`config.mk`:
```
export PLATFORM = sky130hd
export DESIGN_NAME = oled_spi_arbiter
export DESIGN_NICKNAME = d
export VERILOG_FILES = /design/src/rtl/oled_pkg.sv /design/src/rtl/oled_arb_pick.sv /design/src/rtl/oled_spi_arbiter.sv
export SDC_FILE = /design/constraint.sdc
export NUM_CORES = 1
export LEC_CHECK = 0
export CAP_MARGIN = 30
export CORE_UTILIZATION = 53
export DETAILED_ROUTE_END_ITERATION = 8
export GPL_TIMING_DRIVEN = 1
export PLACE_DENSITY = 0.85
export SYNTH_ARGS = -nofsm -noshare
export SYNTH_HDL_FRONTEND = slang
export SYNTH_SLANG_ARGS = --single-unit
```
`constraint.sdc`:
```
create_clock -name CLK -period 6 [get_ports CLK]
set_input_delay 0.6 -clock CLK [delete_from_list [all_inputs] [get_ports CLK]]
set_output_delay 0.6 -clock CLK [all_outputs]
set_load 0.02 [all_outputs]
```
`src/rtl/oled_pkg.sv`:
```
// oled_pkg: shared constants and types for the OLED SPI path.
//   OLED_WORD_W          serializer word width, {D/Cb, byte}
//   arb_state_t          arbiter FSM states
//   OLED_CMD_WRITE_RAM   controller "write RAM" command byte
//   OLED_CMD_DISPLAY_ON  controller "display on" command byte
package oled_pkg;

    localparam int unsigned OLED_WORD_W = 9;

    localparam logic [7:0] OLED_CMD_WRITE_RAM  = 8'h5C;
    localparam logic [7:0] OLED_CMD_DISPLAY_ON = 8'hAF;

    typedef enum logic [1:0] {
        IDLE  = 2'd0,
        ISSUE = 2'd1,
        WAIT  = 2'd2,
        HOLD  = 2'd3
    } arb_state_t;

endpackage

```
`src/rtl/oled_arb_pick.sv`:
```
// oled_arb_pick: combinational winner select for the OLED SPI arbiter.
//   valid0, valid1  requester valids
//   last_owner      (OLED_ARB_RR_EN only) 1 = requester 1 was granted most recently
//   pick            one-hot winner, 2'b00 when neither is valid
// Macro OLED_ARB_RR_EN: defined selects round-robin on ties,
// undefined gives requester 0 fixed priority.
module oled_arb_pick (
    input  logic       valid0,
    input  logic       valid1,
`ifdef OLED_ARB_RR_EN
    input  logic       last_owner,
`endif
    output logic [1:0] pick
);

    always_comb begin
        pick = '0;
        if (valid0 && valid1) begin
`ifdef OLED_ARB_RR_EN
            // The requester not granted most recently wins the tie.
            pick = last_owner ? 2'b01 : 2'b10;
`else
            pick = 2'b01;
`endif
        end else if (valid0) begin
            pick = 2'b01;
        end else if (valid1) begin
            pick = 2'b10;
        end
    end

endmodule

```
`src/rtl/oled_spi_arbiter.sv`:
```
// oled_spi_arbiter: shares one OLED SPI byte serializer between a command
// sequencer (requester 0) and a pixel streamer (requester 1). A grant is
// locked for a whole burst (until a word flagged last completes) and is
// forcibly released if the owner leaves valid low for IDLE_TIMEOUT cycles.
// Ports:
//   CLK, RSTb                      clock, synchronous active-low reset
//   reqN_valid/dat/last            request word (held until reqN_ack)
//   reqN_ack, reqN_done            1-cycle accept / completion pulses
//   ser_go, ser_dat, ser_done      serializer handshake
//   grant, busy                    one-hot owner, grant != 0
//   burst_count                    words completed in current burst, saturating
//   timeout_err                    1-cycle pulse on timeout release
// Macro OLED_ARB_RR_EN: round-robin tie break (default: fixed priority).
module oled_spi_arbiter
    import oled_pkg::*;
#(
    parameter int unsigned IDLE_TIMEOUT = 1023,
    parameter int unsigned CNT_W        = 16
) (
    input  logic                   CLK,
    input  logic                   RSTb,
    input  logic                   req0_valid,
    input  logic [OLED_WORD_W-1:0] req0_dat,
    input  logic                   req0_last,
    output logic                   req0_ack,
    output logic                   req0_done,
    input  logic                   req1_valid,
    input  logic [OLED_WORD_W-1:0] req1_dat,
    input  logic                   req1_last,
    output logic                   req1_ack,
    output logic                   req1_done,
    output logic                   ser_go,
    output logic [OLED_WORD_W-1:0] ser_dat,
    input  logic                   ser_done,
    output logic [1:0]             grant,
    output logic                   busy,
    output logic [CNT_W-1:0]       burst_count,
    output logic                   timeout_err
);

    localparam int unsigned    TO_W    = $clog2(IDLE_TIMEOUT + 1);
    // Counter value in the last idle HOLD cycle before release.
    localparam logic [TO_W-1:0] TO_LAST = TO_W'(IDLE_TIMEOUT - 1);

    arb_state_t       state;
    logic             last_word;
    logic [TO_W-1:0]  idle_cnt;
    logic [1:0]       pick;
    logic             owner_valid;
    logic [OLED_WORD_W-1:0] owner_dat;
    logic             owner_last;

`ifdef OLED_ARB_RR_EN
    logic             last_owner;
`endif

    oled_arb_pick u_pick (
        .valid0     (req0_valid),
        .valid1     (req1_valid),
`ifdef OLED_ARB_RR_EN
        .last_owner (last_owner),
`endif
        .pick       (pick)
    );

    always_comb begin
        owner_valid = grant[1] ? req1_valid : req0_valid;
        owner_dat   = grant[1] ? req1_dat   : req0_dat;
        owner_last  = grant[1] ? req1_last  : req0_last;
    end

    assign busy = |grant;

    // ser_go/ack are set on the edge that enters ISSUE so they are high
    // exactly during the ISSUE cycle, one cycle after valid is sampled.
    always_ff @(posedge CLK) begin
        if (!RSTb) begin
            state       <= IDLE;
            grant       <= '0;
            last_word   <= 1'b0;
            idle_cnt    <= '0;
            ser_go      <= 1'b0;
            ser_dat     <= '0;
            req0_ack    <= 1'b0;
            req1_ack    <= 1'b0;
            req0_done   <= 1'b0;
            req1_done   <= 1'b0;
            burst_count <= '0;
            timeout_err <= 1'b0;
`ifdef OLED_ARB_RR_EN
            last_owner  <= 1'b1;
`endif
        end else begin
            ser_go      <= 1'b0;
            req0_ack    <= 1'b0;
            req1_ack    <= 1'b0;
            req0_done   <= 1'b0;
            req1_done   <= 1'b0;
            timeout_err <= 1'b0;
            case (state)
                IDLE: begin
                    if (pick != 2'b00) begin
                        grant     <= pick;
                        ser_dat   <= pick[1] ? req1_dat  : req0_dat;
                        last_word <= pick[1] ? req1_last : req0_last;
                        ser_go    <= 1'b1;
                        req0_ack  <= pick[0];
                        req1_ack  <= pick[1];
`ifdef OLED_ARB_RR_EN
                        last_owner <= pick[1];
`endif
                        state     <= ISSUE;
                    end
                end
                ISSUE: begin
                    state <= WAIT;
                end
                WAIT: begin
                    if (ser_done) begin
                        req0_done <= grant[0];
                        req1_done <= grant[1];
                        if (last_word) begin
                            grant       <= '0;
                            burst_count <= '0;
                            state       <= IDLE;
                        end else begin
                            if (burst_count != '1) begin
                                burst_count <= burst_count + CNT_W'(1);
                            end
                            idle_cnt <= '0;
                            state    <= HOLD;
                        end
                    end
                end
                HOLD: begin
                    if (owner_valid) begin
                        ser_dat   <= owner_dat;
                        last_word <= owner_last;
                        ser_go    <= 1'b1;
                        req0_ack  <= grant[0];
                        req1_ack  <= grant[1];
                        idle_cnt  <= '0;
                        state     <= ISSUE;
                    end else if (idle_cnt == TO_LAST) begin
                        // A timed-out burst is over, so its count restarts too.
                        timeout_err <= 1'b1;
                        grant       <= '0;
                        burst_count <= '0;
                        idle_cnt    <= '0;
                        state       <= IDLE;
                    end else begin
                        idle_cnt <= idle_cnt + TO_W'(1);
                    end
                end
                default: state <= IDLE;
            endcase
        end
    end

endmodule

```
### After elaboration in Yosys (flattened, before gate mapping)

Index checks and enable logic that the tools add are counted.

| word-level totals | value |
|---|---|
| register bits | 46 |
| input port bits | 25 |
| output and inout bits | 34 |
| word-level logic and storage cells | 90 |

| operators by class | value |
|---|---|
| add/subtract/negate cells | 2 |
| equal/unequal tests | 14 |
| muxes and demuxes | 46 |
| bitwise operators | 2 |
| reduce and logical (&&, ||, !) cells | 14 |

Operators by type and width:

| operator | number |
|---|---|
| $mux 16 | 5 |
| $mux 10 | 4 |
| $mux 9 | 4 |
| $pmux 16 s2 | 1 |
| $mux 2 | 12 |
| $pmux 10 s2 | 1 |
| $pmux 9 s2 | 1 |
| $add 16x1->16 const B | 1 |
| $ne 16x16->1 const B | 1 |
| $ne 2x2->1 const B | 7 |
| $mux 1 | 12 |
| $reduce_and 3->1 | 4 |
| $add 10x1->10 const B | 1 |
| $eq 10x10->1 const B | 1 |
| $pmux 1 s2 | 4 |
| $pmux 2 s4 | 1 |
| $ne 3x3->1 const B | 2 |
| $pmux 2 s3 | 1 |
| $reduce_and 6->1 | 1 |
| $reduce_bool 2->1 | 3 |
| $reduce_and 5->1 | 1 |
| $eq 2x2->1 const B | 2 |
| $reduce_bool 3->1 | 1 |
| $reduce_or 3->1 | 1 |
| 5 further kinds | 6 |

### Logic depth before layout (Yosys ltp)

Gate-level depths: netlist (run 1).

| depth | value |
|---|---|
| word-level depth | 6 |
| mapped depth | 8 |
| mapped depth without buffers | 7 |

### Hierarchy

A second synthesis (run 1) with hierarchy kept.

| unflattened totals | value |
|---|---|
| cells, all modules | 274 |
| area total of the unflattened synthesis | 2443.6 um^2 |

By module, submodules not included:

| module | instances | cells each | area each (um^2) | sequential area each (um^2) |
|---|---|---|---|---|
| oled_spi_arbiter | 1 | 272 | 2433.6 | 920.9 |
| oled_arb_pick | 1 | 2 | 10.0 | 0.0 |

### Worst setup path after synthesis (run 1)

OpenSTA, ideal clock, no wires.

| timing | value |
|---|---|
| path type | reg2reg |
| start | register burst_count[0] |
| end | register burst_count[14] |
| library setup time | 0.101 ns |
| arrival | 1.885 ns |
| data required time | 5.899 ns |
| slack | 4.014 ns |
| stages on the path, launching flop included | 9 |
| buffers on the path | 2 |
| period minus slack after synthesis | 1.986 ns |
| cell sequence | dfxtp_1 -> ha_1 -> nand3_2 -> or3_1 -> buf_2 -> nor2_2 -> buf_4 -> o311ai_1 -> o41ai_1 |

| between the ends | value |
|---|---|
| word-level cells in the longest chain between the ends | 5 |
| elaborated cells between the ends (all ways) | 8 |
| classes of those cells | add/sub (1); eq/ne (2); mux (4); reduce/logical (1) |

Ends and longest elaborated chain:

| item | RTL line | text |
|---|---|---|
| start, declared | oled_spi_arbiter.sv:37 | `output logic [CNT_W-1:0] burst_count,` |
| start signal, assigned | oled_spi_arbiter.sv:128 | `burst_count <= burst_count + CNT_W'(1);` |
| $add 16x1->16 | oled_spi_arbiter.sv:128 |  |
| $mux 16 | oled_spi_arbiter.sv:127 | `if (burst_count != '1) begin` |
| $mux 16 | oled_spi_arbiter.sv:122 | `if (last_word) begin` |
| $mux 16 | oled_spi_arbiter.sv:119 | `if (ser_done) begin` |
| $pmux 16 s2 | oled_spi_arbiter.sv:100 | `case (state)` |

Parallel ways exist; a longest one is shown, timed or not. The select of a mux whose other input is x is not followed.
A chain may end at the register's enable or synchronous reset.

### Final worst setup path (run 1)

| timing | value |
|---|---|
| start | register burst_count[1] |
| end | register burst_count[2] |

Same word-level chain as after synthesis.

==> summary.md, run 1 <==
| Metric | Value |
|---|---|
| Status | `complete, no violations` |
| I/O pin cnt | `59` |
| Post-DR vias/cell | `5.97` |
| Layout Nets | `355` |
| Worst-Margin Slew | `0.781 ns` |
| Family with the most delay on the worst path | `simple AND/OR/NAND/NOR gates` |
| Crit-path max FO | `14` |
| P_int | `0.000610 W` |
| Async SR Flop Fraction | `0%` |
| Worst min path class | `reg2reg` |
| CTS tree | `yes` |
| Routed Antenna Nets | `0` |
| DRC Markers | `0` |
| Pin count of the biggest net entering global routing | `23` |
| Worst Path Buf+Inv | `0` |
| Initial antenna violation count | `0` |
| Clock latency on the worst-skew pair | `0.30 ns` |
| Combinational share of power | `36.5%` |
| Most frequent cells after synthesis | `dfxtp_1 (46), nor2_1 (31), nand2_1 (17), mux2i_1 (14), o21ai_0 (13)` |
| Cts hold-fix bufs | `0` |
| Initial Utilization | `55.1%` |
| Antenna cells | `0` |
| Max-slew headroom | `47.8%` |
| WL final | `5.30 mm` |
| Dpl hpwl | `3.85 mm` |
| Critical Path RT | `6.23 ns` |
| Switch share | `34.6%` |
| Leakage power | `1.12 nW` |
| Die area | `4800 sq um` |
| Area Growth Syn to Fin | `29.2%` |
| Initial DRC Count | `169` |
| Post-Syn Area per Cell | `8.93 sq um` |
| Pwr/cell area | `301 nW/um^2` |
| Setup_tns | `0 ns` |
| Clock slew seen by the registers of the worst setup and hold paths | `0.09 ns` |
| Max H-tree Level | `2` |
| Top-area cell type share of the netlist area | `38.4%` |
| Final setup vio count | `0` |
| Ys flop type | `dfxtp_1` |
| Max-capacitance violation count | `0` |
| Final Instance Count excl. Fillers | `376` |
| Initial DRT Pass Iterations | `4` |
| Die width | `69.3 microns` |
| CTS root buffer | `clkbuf_8` |
| First-pass GRT wire length | `9.32 mm` |
| Setup crit end kind | `flip-flop` |
| Critical Path Source | `burst_count[1]$_SDFFE_PN0P_` |
| Post-synth EDFFs | `0` |
| Post-CTS resize count | `0` |
| Syn Inst Count | `269` |
| Num CTS Buffers | `5` |
| Reg2reg start | `burst_count[1]$_SDFFE_PN0P_` |
| Warning count from the yosys run | `0` |
| Startpoint Class | `flip-flop` |
| Critical path class | `reg2reg` |
| Min-delay src | `ser_dat[4]$_SDFFE_PN0P_` |
| Tcrit/Tclk final | `40.8%` |
| Clock Power Share | `23.7%` |
| Grt total ovfl | `0` |
| Vias in the first global route | `2138` |
| Routed WL per cell | `14.1 microns` |
| Sink Count | `46` |
| RD Place Congestion | `0.817` |
| Core area | `4350 sq um` |
| Most instantiated library cell after synthesis | `dfxtp_1` |
| Slowest CP cell | `or3_1` |
| Fin Clk Skew | `0.00693 ns` |
| Max IR drop VDD | `0.155 mV` |
| Psw | `0.000323 W` |
| Final hold vios | `0` |
| Die H | `69.3 microns` |
| Placed Cells incl. Taps | `368` |
| Arr. time, crit path | `2.67 ns` |
| Post-CTS setup buffers | `0` |
| Seq/Total Area, Yosys | `38.4%` |
| Synth area leader | `dfxtp_1` |
| Critical path's largest stage delay | `0.52 ns` |
| CP Cell Sequence | `ha_1 > nand3_2 > or3_1 > nor2_2 > o21ai_0 > o221ai_1` |
| Count of input and output buffers | `58` |
| Unrepaired setup endpoints after global routing | `no` |
| Synth area leaders | `dfxtp_1 (38%), mux2i_1 (5.8%), nor2_1 (4.8%)` |
| Number of synthesized register bits | `46` |
| Synthesized cell area | `2400 sq um` |
| Distinct cells, synth | `60` |
| Cell Rows | `24` |
| Fin crit period | `2.45 ns` |
| Highest Clock Rate | `409 MHz` |
| Share of layout cells above drive strength 1 | `8.33%` |
| GRT Total Usage | `23.3%` |
| Final slew viol count | `0` |
| Seq pwr share | `39.8%` |
| Post-Syn Nets | `301` |
| Deepest clock path buffer count | `2` |
| Via count | `2243` |
==> kinds of logic after synthesis <==
logic type | share of synthesized area [%]
AO/OA/AOI/OAI | 21.9
buffers and inverters | 4.43
XOR/XNOR | 2.55
multiplexers | 6.46
AND/OR/NAND/NOR | 22.6
flip-flops | 38.4
adder cells (fa/ha/maj) | 3.65
==> layout make-up <==
class                   count  area, sq um
fillers                   345         1250
flip-flops and latches     46          921
multi-input cells         200         1370
inverters                  10         37.5
well taps                  52         65.1
clock buffers               8          110
repair buffers             60          596
==> power groups by stage <==
stage	combinational, W	clock (W)	sequential [W]
finish	0.000341	0.000221	0.000372
detailed placement	0.000339	0	0.000378
CTS	0.000341	0.000225	0.000372
global route	0.000377	0.000234	0.000378
global placement	0.000332	0	0.000377
floorplan	0.000194	0	0.000406
==> layer usage <==
metal	global-route usage [%]	share of wire (%)	up-vias
met5	0	0	-
li1	-	-	1102
met3	5.67	5.7	8
met2	38.9	49	78
met4	9.30	1.5	0
met1	28.6	43	1055
==> cell usage in the layout (no fill, tap or decap), drive strengths merged, types with 7 or more instances in the layout <==
cell type	n
clkdlybuf4s50	58
dfxtp	46
nor2	32
nand2	17
mux2i	14
o21ai	14
a211oi	12
a21oi	12
nand3	11
inv	10
o311ai	9
clkbuf	8
ha	7
nand4	7
==> worst reg2reg max path, delay by kind of cell, from the launching register on <==
kind                       cells  cell delay, ns
DFF                            1            0.42
and+or+nand+nor                3            1.19
adders and majority gates      1            0.23
AOI/OAI and AO/OA              2            0.53
==> final timing paths <==
check / to / slack, ns / cells past startpoint
worst min register to register: ser_dat[4]$_SDFFE_PN0P_ / 0.50 / 2
worst max register to register: burst_count[2]$_SDFFE_PN0P_ / 3.55 / 6
worst max-delay path: burst_count[2]$_SDFFE_PN0P_ / 3.55 / 6
worst min-delay path: ser_dat[4]$_SDFFE_PN0P_ / 0.50 / 2
==> sequential cells by signal, indices dropped and copies added (netlist names) <==
register,count
last_word,1
req0_ack,1
ser_go,1
ser_dat,9
req1_ack,1
req1_done,1
timeout_err,1
grant,2
idle_cnt,10
req0_done,1
state,2
burst_count,16
==> through the flow <==
step	total power, W	instance area (sq um)	hold WS [ns]	utilization (%)	worst slack, ns
after floorplan	0.000601	2400	0.458	-	4.01
after global placement	0.000709	2990	0.468	68.7	3.39
after detailed placement	0.000717	2990	0.499	68.7	3.37
after CTS	0.000938	3100	0.510	71.3	3.59
after global routing	0.000989	3100	0.534	71.3	3.39
final	0.000934	3100	0.502	71.3	3.55
No activity file was read; power rests on OpenSTA's default activity.
==> inputs of run 2 (changes only) <==
- CORE_UTILIZATION: 53 -> 49
- PLACE_DENSITY: 0.85 -> 0.79
- clock period: 6 -> 2.3 ns (I/O delays scaled with it)
==> summary.md, run 2 (synthesis gave the netlist of run 1 again) <==
| Metric | Value |
|---|---|
| CTS tree | `yes` |
| Tcrit/Tclk final | `90.9%` |
| Vias in the first global route | `2124` |
| Num CTS Buffers | `5` |
| Worst min path class | `reg2reg` |
| Fillers | `371` |
| Pin count of the biggest net entering global routing | `22` |
| Met2 GRT Util | `38.1%` |
| Initial DRC Count | `186` |
| WL final | `5.41 mm` |
| Highest Clock Rate | `478 MHz` |
| Reg with most FFs | `burst_count` |
| Final Instance Count excl. Fillers | `400` |
| Pwr/cell area | `749 nW/um^2` |
| Fin Clk Skew | `0.00782 ns` |
| Status | `complete, no violations` |
| Arr. time, crit path | `2.32 ns` |
| Clock slew seen by the registers of the worst setup and hold paths | `0.08 ns` |
| Min-delay src | `idle_cnt[8]$_SDFFE_PN0P_` |
| Die H | `72 microns` |
| Hold worst-path end | `idle_cnt[8]$_SDFFE_PN0P_` |
| R2r endpoint | `burst_count[5]$_SDFFE_PN0P_` |
| Reg2reg start | `burst_count[1]$_SDFFE_PN0P_` |
| CP Cell Sequence | `ha_1 > nand3_2 > or3_1 > nor2_2 > buf_4 > o311ai_0 > o21ai_0` |
| Core area | `4720 sq um` |
| Max IR drop VDD | `0.467 mV` |
| Final slew viol count | `0` |
| Clock latency on the worst-skew pair | `0.30 ns` |
| Dpl hpwl | `3.96 mm` |
| Critical path's largest stage delay | `0.50 ns` |
| Deepest clock path buffer count | `2` |
| Met1 usage | `25.9%` |
| Worst-Margin Slew | `0.493 ns` |
| Initial Utilization | `50.8%` |
| Cts hold-fix bufs | `0` |
| I/O pin cnt | `59` |
| Crit-path max FO | `8` |
| Commonest non-fill, non-tap cell in the layout | `clkdlybuf4s50_1` |
| FF-to-FF setup slack | `0.21 ns` |
| Unrepaired setup endpoints after global routing | `no` |
| Critical path class | `reg2reg` |
| Hold Path Depth | `2` |
| First-pass GRT wire length | `9.20 mm` |
| Cell Rows | `25` |
| Routed WL per cell | `13.5 microns` |
| Layout Nets | `364` |
| Max-capacitance violation count | `0` |
| Met3 usage | `6.94%` |
| CTS root buffer | `clkbuf_8` |
| Final setup vio count | `0` |
| Via count | `2238` |
| Leakage power | `1.16 nW` |
| Initial antenna violation count | `0` |
| Critical Path RT | `2.53 ns` |
| Placed Cells incl. Taps | `392` |
| Max-slew headroom | `67.1%` |
| Power, Total | `0.00237 W` |
| Family with the most delay on the worst path | `simple AND/OR/NAND/NOR gates` |
| Antenna cells | `0` |
| Grt total ovfl | `0` |
| Setup crit end kind | `flip-flop` |
| Startpoint Class | `flip-flop` |
| Die width | `72 microns` |
| Post-DR vias/cell | `5.60` |
| R2R cell count | `7` |
| DRC Markers | `0` |
| Area Growth Syn to Fin | `32.0%` |
| Routed Antenna Nets | `0` |
| Slowest CP cell | `or3_1` |
| Count of input and output buffers | `58` |
| Initial DRT Pass Iterations | `4` |
| Largest regs | `burst_count: 16 flops, idle_cnt: 10 flops, ser_dat: 9 flops` |
| Worst Path Buf+Inv | `1` |
| Sink Count | `46` |
| Max H-tree Level | `2` |
| Die area | `5180 sq um` |
| Grt peak-use layer | `met2` |
| GRT Total Usage | `22.3%` |
| RD Place Congestion | `0.828` |
| Share of layout cells above drive strength 1 | `10.5%` |
| Fin crit period | `2.09 ns` |
| Number of flip-flops under the largest register name | `16` |
| Most frequent cells in the layout | `clkdlybuf4s50_1 (58), dfxtp_1 (46), nor2_1 (31)` |
| Setup_tns | `0 ns` |
| Final hold vios | `0` |
-- run 2: changes by cell type in the layout (fill, tap and decap cells not counted), sizes merged --
cell / change
clkbuf: -1
buf: +9
clkinv: +1
-- run 2: cell type report --
type	instances	area, sq um	area share (%)
clock buffers	7	86.3	2.72
clock inverters	1	5.00	0.158
inverters	10	37.5	1.18
multi-input cells	200	1370	43.3
flip-flops and latches	46	921	29.0
well taps	67	83.8	2.64
repair buffers	69	663	20.9
-- run 2: timing repair --
action	4_1_cts	5_1_grt
buffers inserted	0	0
resized for setup	0	2
endpoints found under the setup margin	0	2
hold endpoints to repair	0	0
-- run 2: worst register-to-register path, delay by kind of cell, from the launching register on --
kind | cells | cell delay, ns
AND/OR/NAND/NOR | 3 | 0.91
flip-flops | 1 | 0.43
adder cells (fa/ha/maj) | 1 | 0.23
buffers and inverters | 1 | 0.23
AO/OA/AOI/OAI | 2 | 0.23
-- run 2: power by group --
group	leakage, nW	switching (W)	internal, W
registers	0.374	0.0000668	0.000895
logic	0.737	0.000494	0.000413
clock network	0.0482	0.000263	0.000243
total	1.16	0.000824	0.00155
-- run 2: how the worst max path moves through the flow --
stage / endpoint / slack [ns] / start / cells past startpoint
after CTS: grant[1]$_SDFFE_PN0P_ / 0.16 / state[0]$_SDFFE_PN0P_ / 7
after global routing: burst_count[9]$_SDFFE_PN0P_ / 0.007 / idle_cnt[1]$_SDFFE_PN0P_ / 6
final: burst_count[5]$_SDFFE_PN0P_ / 0.21 / burst_count[1]$_SDFFE_PN0P_ / 7
after detailed placement: grant[1]$_SDFFE_PN0P_ / 0.18 / state[0]$_SDFFE_PN0P_ / 7
after floorplan: burst_count[14]$_SDFFE_PN0P_ / 0.31 / burst_count[0]$_SDFFE_PN0P_ / 8
after global placement: grant[1]$_SDFFE_PN0P_ / 0.22 / state[0]$_SDFFE_PN0P_ / 7
-- run 2: routing by layer --
metal	part of all wire (%)	vias up	wire, microns
li1	-	1125	-
met1	43	1012	2320
met2	49	90	2630
met3	6.9	11	371
met5	0	-	0
met4	1.6	0	88
-- run 2: through the flow --
stage          instance area [sq um]  utilization [%]  setup WS [ns]  hold slack [ns]
6_report                        3170             67.1          0.209            0.496
2_1_floorplan                   2400                -          0.314            0.363
5_1_grt                         3170             67.1        0.00698            0.523
4_1_cts                         3170             67.1          0.164            0.493
3_3_place_gp                    3080             65.2          0.220            0.470
3_5_place_dp                    3080             65.2          0.178            0.478
